File: config.mk
export PLATFORM = sky130hd
export DESIGN_NAME = word_block_packer
export DESIGN_NICKNAME = d
export VERILOG_FILES = /design/src/rtl/word_block_packer.sv
export SDC_FILE = /design/constraint.sdc
export NUM_CORES = 1
export LEC_CHECK = 0
export CAP_MARGIN = 5
export CORE_ASPECT_RATIO = 0.8
export CORE_MARGIN = 8
export CORE_UTILIZATION = 48
export CTS_BUF_LIST = sky130_fd_sc_hd__clkbuf_8
export DETAILED_ROUTE_END_ITERATION = 10
export PLACE_DENSITY_LB_ADDON = 0.15
export SLEW_MARGIN = 15
export SYNTH_ARGS = -nofsm -noshare
export SYNTH_HDL_FRONTEND = slang
export SYNTH_SLANG_ARGS = --single-unit
File: constraint.sdc
create_clock -name clk -period 1.45 [get_ports clk]
set_input_delay 0.29 -clock clk [delete_from_list [all_inputs] [get_ports clk]]
set_output_delay 0.29 -clock clk [all_outputs]
set_load 0.1 [all_outputs]
File: src/rtl/word_block_packer.sv
// Gathers four words through an upstream 4:1 selector into one block; valid 4 edges after start.
// The block is held with block_valid until block_ready; start during hold is ignored unless ready.
module word_block_packer #(
  parameter int WORD_W    = 32,
  parameter bit MSB_FIRST = 1'b0
) (
  input  logic                clk,
  input  logic                rst_n,
  input  logic                start,
  output logic [1:0]          mux_select,
  input  logic [WORD_W-1:0]   mux_result,
  output logic [4*WORD_W-1:0] block_out,
  output logic                block_valid,
  input  logic                block_ready,
  output logic                busy,
  output logic [15:0]         block_count
);

  typedef enum logic [1:0] {
    IDLE   = 2'd0,
    GATHER = 2'd1,
    HOLD   = 2'd2
  } state_t;

  state_t                   state_q, state_d;
  logic [1:0]               idx_q, idx_d;
  logic [1:0]               mux_select_q, mux_select_d;
  logic [2:0][WORD_W-1:0]   stage_q, stage_d;
  logic [4*WORD_W-1:0]      block_out_q, block_out_d;
  logic                     block_valid_q, block_valid_d;
  logic                     busy_q, busy_d;
  logic [15:0]              block_count_q, block_count_d;
  logic [4*WORD_W-1:0]      assembled;

  // Word 3 comes straight from the selector so the whole block lands in one update.
  always_comb begin
    assembled = '0;
    for (int i = 0; i < 4; i++) begin
      int pos;
      logic [WORD_W-1:0] word;
      pos  = MSB_FIRST ? (3 - i) : i;
      word = (i == 3) ? mux_result : stage_q[i];
      assembled[pos*WORD_W +: WORD_W] = word;
    end
  end

  always_comb begin
    state_d       = state_q;
    idx_d         = idx_q;
    mux_select_d  = mux_select_q;
    stage_d       = stage_q;
    block_out_d   = block_out_q;
    block_valid_d = block_valid_q;
    block_count_d = block_count_q;

    case (state_q)
      IDLE: begin
        if (start) begin
          state_d      = GATHER;
          idx_d        = 2'd0;
          mux_select_d = 2'd0;
        end
      end
      GATHER: begin
        if (idx_q == 2'd3) begin
          block_out_d   = assembled;
          block_valid_d = 1'b1;
          state_d       = HOLD;
          idx_d         = 2'd0;
          mux_select_d  = 2'd0;
        end else begin
          if (idx_q == 2'd0) stage_d[0] = mux_result;
          if (idx_q == 2'd1) stage_d[1] = mux_result;
          if (idx_q == 2'd2) stage_d[2] = mux_result;
          idx_d        = idx_q + 2'd1;
          mux_select_d = idx_q + 2'd1;
        end
      end
      HOLD: begin
        if (block_ready) begin
          block_valid_d = 1'b0;
          block_count_d = block_count_q + 16'd1;
          idx_d         = 2'd0;
          mux_select_d  = 2'd0;
          state_d       = start ? GATHER : IDLE;
        end
      end
      default: begin
        state_d      = IDLE;
        idx_d        = 2'd0;
        mux_select_d = 2'd0;
      end
    endcase

    busy_d = (state_d == GATHER) || (state_d == HOLD);
  end

  always_ff @(posedge clk) begin
    if (!rst_n) begin
      state_q       <= IDLE;
      idx_q         <= 2'd0;
      mux_select_q  <= 2'd0;
      stage_q       <= '0;
      block_out_q   <= '0;
      block_valid_q <= 1'b0;
      busy_q        <= 1'b0;
      block_count_q <= 16'd0;
    end else begin
      state_q       <= state_d;
      idx_q         <= idx_d;
      mux_select_q  <= mux_select_d;
      stage_q       <= stage_d;
      block_out_q   <= block_out_d;
      block_valid_q <= block_valid_d;
      busy_q        <= busy_d;
      block_count_q <= block_count_d;
    end
  end

  assign mux_select  = mux_select_q;
  assign block_out   = block_out_q;
  assign block_valid = block_valid_q;
  assign busy        = busy_q;
  assign block_count = block_count_q;

endmodule

==> impl_metrics.prom <==
# TYPE chip_impl_metric gauge
chip_impl_metric{name="drv_cap",unit=""} 0
chip_impl_metric{name="critPathMaxStageDelay",unit="ns"} 0.35
chip_impl_metric{name="synthesis.area_per_instance",unit="sq um"} 7.97
chip_impl_metric{name="hold_viol",unit=""} 0
chip_impl_metric{name="initial_drc_count",unit=""} 713
chip_impl_metric{name="crit_path_max_fanout",unit=""} 7
chip_impl_metric{name="slew_headroom",unit=""} 0.624
chip_impl_info{name="combinational_family_with_the_most_area_after_synthesis",value="simple AND/OR/NAND/NOR gates"} 1
chip_impl_metric{name="cts_hold_repair.buffers",unit=""} 0
chip_impl_metric{name="power_per_cell_area",unit="mW/mm^2"} 899
chip_impl_metric{name="initial_utilization",unit=""} 0.487
chip_impl_info{name="unrepaired_setup_endpoints_after_global_routing",value="yes"} 1
chip_impl_metric{name="clk-insertion-delay-late",unit="ns"} 0.53
chip_impl_metric{name="design.die.area",unit="sq mm"} 0.0229
chip_impl_info{name="ys_top_cells_by_area",value="dfxtp_1, nand2_1, a21oi_1"} 1
chip_impl_metric{name="xor_xnor_share_of_the_synthesized_area",unit=""} 0.00797
chip_impl_metric{name="yosys_warnings",unit=""} 0
chip_impl_metric{name="post_synth_mux_area_share",unit=""} 0.00683
chip_impl_metric{name="finalPower",unit="uW"} 13600
chip_impl_metric{name="final_critical_path_setup_slack",unit="ns"} -0.127
chip_impl_metric{name="period_share",unit=""} 1.09
chip_impl_info{name="critical_path_cell_sequence",value="nor2b_4, and2_4, buf_12, buf_16, clkbuf_16, nand2_4, a21oi_2"} 1
chip_impl_metric{name="detailedRoute.firstPassIterationCount",unit=""} 7
chip_impl_metric{name="max-vdd-ir-drop",unit="mV"} 0.829
chip_impl_metric{name="worst_clock_skew",unit="ns"} 0.0314
chip_impl_info{name="ctsRootBufferMaster",value="clkbuf_8"} 1
chip_impl_info{name="yosys.area.top_type",value="dfxtp_1"} 1
chip_impl_metric{name="synth.yosys.seq_area_share",unit=""} 0.560
chip_impl_metric{name="core_area",unit="sq mm"} 0.0181
chip_impl_metric{name="antenna_found_initial",unit=""} 0
chip_impl_metric{name="synth_fp_nets",unit=""} 1144
chip_impl_metric{name="p_leak",unit="uW"} 0.00594
chip_impl_metric{name="n_antenna_cell",unit=""} 0
chip_impl_info{name="run_status",value="complete, but fails checks"} 1
chip_impl_metric{name="layout.nets",unit=""} 1373
chip_impl_metric{name="place_area",unit="sq mm"} 0.0126
chip_impl_metric{name="post-dp-hpwl",unit="um"} 17200
chip_impl_metric{name="highest_clock_rate",unit="MHz"} 634
chip_impl_metric{name="cts-buffers-inserted",unit=""} 39
chip_impl_metric{name="cts_max_level",unit=""} 2
chip_impl_metric{name="largest_net_degree_at_the_start_of_global_routing",unit=""} 99
chip_impl_info{name="violations_in_the_final_reports",value="setup timing"} 1
chip_impl_metric{name="die_height",unit="um"} 137
chip_impl_metric{name="post_route_ant_nets",unit=""} 0
chip_impl_metric{name="timing.final.max_slew_violations",unit=""} 0
chip_impl_info{name="setup_cp_type",value="reg -> reg"} 1
chip_impl_metric{name="drt_wl_total",unit="um"} 32900
chip_impl_info{name="layout.cells.most_common_list",value="nand2_1, dfxtp_1, buf_12"} 1
chip_impl_metric{name="worstPathBufferInverterCount",unit=""} 3
chip_impl_metric{name="std_cell_rows",unit=""} 44
chip_impl_metric{name="first_global_vias",unit=""} 8046
chip_impl_metric{name="synth_compound_gate_area_share",unit=""} 0.139
chip_impl_metric{name="synth_fa_ha_area_frac",unit=""} 0.00854
chip_impl_metric{name="vias",unit=""} 8718
chip_impl_metric{name="grt.total_usage",unit=""} 0.231
chip_impl_metric{name="path_clk_slew",unit="ns"} 0.06
chip_impl_metric{name="cts_max_path_buffers",unit=""} 3
chip_impl_metric{name="worst-endpoint-required",unit="ns"} 1.89
chip_impl_metric{name="layout-area-overhead-vs-synth",unit="%"} 72.2
chip_impl_info{name="cts_tree",value="done"} 1
chip_impl_info{name="worst_setup_path_end_kind",value="flop"} 1
chip_impl_metric{name="post-route-min-period",unit="ns"} 1.58
chip_impl_metric{name="final_cell_count_no_fill",unit=""} 1583
chip_impl_metric{name="place_congestion",unit=""} 0.789
chip_impl_metric{name="syn-instance-count",unit=""} 1102
chip_impl_metric{name="layout.filler_cells",unit=""} 973
chip_impl_metric{name="design_area",unit="sq mm"} 0.0151
chip_impl_metric{name="fin_tns_setup",unit="ns"} -5.34
chip_impl_metric{name="drc_viols",unit=""} 0
chip_impl_info{name="hold_path_class",value="in -> reg"} 1
chip_impl_metric{name="setup_viol_count_final",unit=""} 114
chip_impl_metric{name="avgViaCountPerCell",unit=""} 5.51
chip_impl_metric{name="netlist-cell-type-count",unit=""} 36
chip_impl_info{name="worst_setup_path_start_kind",value="flop"} 1
chip_impl_metric{name="whs",unit="ns"} 0.439
chip_impl_info{name="timing.critical_path.slowest_stage_cell",value="dfxtp_4"} 1
chip_impl_metric{name="synthDominantCellAreaShare",unit=""} 0.560
chip_impl_metric{name="fraction_of_layout_cells_with_a_size_suffix_above_1",unit=""} 0.373
chip_impl_metric{name="ys_seq_elements",unit=""} 246
chip_impl_metric{name="port_buffers",unit=""} 183
chip_impl_metric{name="placedCellCount",unit=""} 1476
chip_impl_metric{name="regToRegSetupSlack",unit="ns"} -0.13
chip_impl_metric{name="worst_ep_arrival_time",unit="ns"} 2.02
chip_impl_info{name="timing.critical_path.max_delay_family",value="simple AND/OR/NAND/NOR gates"} 1
chip_impl_metric{name="io-pin-count",unit=""} 184
chip_impl_metric{name="global_route.overflow_total",unit=""} 0
chip_impl_metric{name="grt_pass1_wl",unit="um"} 42900
chip_impl_metric{name="post_synth_instance_area",unit="sq mm"} 0.00879
chip_impl_metric{name="clock_sink_count",unit=""} 246
chip_impl_info{name="leading_cell_type_in_the_layout_fill_and_taps_excluded",value="nand2_1"} 1
chip_impl_metric{name="yosys.area_share.simple",unit=""} 0.233
chip_impl_metric{name="max_slew.worst_pin.slew",unit="ns"} 0.564
chip_impl_metric{name="post_drt_wl_per_cell",unit="um"} 20.8
chip_impl_metric{name="die_span_in_x",unit="um"} 167
## what timing repair did
item	4_1_cts	5_1_grt
resized for setup	26	264
buffers inserted	17	6
endpoints found under the hold margin	0	0
pin swaps	5	103
setup endpoints to repair	234	231
gates cloned	6	19
## per-layer routing
| metal | up-vias | global-route usage | part of all wire |
|---|---|---|---|
| met1 | 4227 | 0.287 | 0.40 |
| met2 | 401 | 0.389 | 0.49 |
| met4 | 0 | 0.0564 | 0.020 |
| met5 | - | 0 | 0 |
| met3 | 63 | 0.0700 | 0.087 |
| li1 | 4027 | - | - |
## power breakdown
group / switching, uW / internal (uW)
Combinational: 644 / 452
Sequential: 85.1 / 6840
Clock: 2630 / 2950
Total: 3350 / 10200
## cells by family after synthesis
kind of cell | after synthesis
and+or+nand+nor | 508
DFF | 246
AOI/OAI and AO/OA | 242
buffers and inverters | 86
xor gates and xnor gates | 8
muxes | 6
adders and majority gates | 6
## final timing paths
kind | endpoint | from | cells after the start
setup reg to reg | block_out[106] | state_q[0] | 7
hold / removal | assembled[25] | mux_result[25] | 3
setup / recovery | block_out[106] | state_q[0] | 7
hold reg to reg | block_out[77] | assembled[77] | 2
## worst min-delay path, cell delays in order
cell             delay, ns
clkdlybuf4s50_1       0.49
nand2_1               0.09
a21oi_1               0.05
## synth_stat cells (all sizes together)
cell type  count
clkbuf        28
nor3b          1
inv            7
a211oi         1
or3            4
o21ai          6
a22oi          2
mux2i          6
and4           2
nor3           2
or2            1
and3           1
nor2          14
xnor2          4
and2           5
nand3b         2
nand3          5
and4b          1
nor4           1
nand4          4
xor2           4
a21oi        232
ha             6
a2bb2oi        1
nand2        459
nand2b         4
nor2b          2
dfxtp        246
buf           51
## sequential cells by signal, summed over array words and instances (netlist names)
| signal | cells |
|---|---|
| state_q | 2 |
| block_out | 128 |
| mux_select | 2 |
| busy | 1 |
| block_count | 16 |
| assembled | 96 |
| block_valid | 1 |
## stage by stage
step	util	setup slack [ns]
after floorplan	-	-0.161
after detailed placement	0.698	-0.359
after global placement	0.698	-0.306
after CTS	0.761	-0.0519
after global routing	0.838	-0.171
final	0.838	-0.127
## final cells by class
class                      count  area (sq um)  share of cell area
inverter                       7          38.8             0.00256
multi-input combinational    770          4360               0.288
clock buffer                  48           661              0.0437
tap                          230           288              0.0190
sequential                   246          5010               0.331
timing repair buffer         267          4710               0.312
clock inverter                15          60.1             0.00397
Power figures use the tool's default switching activity.
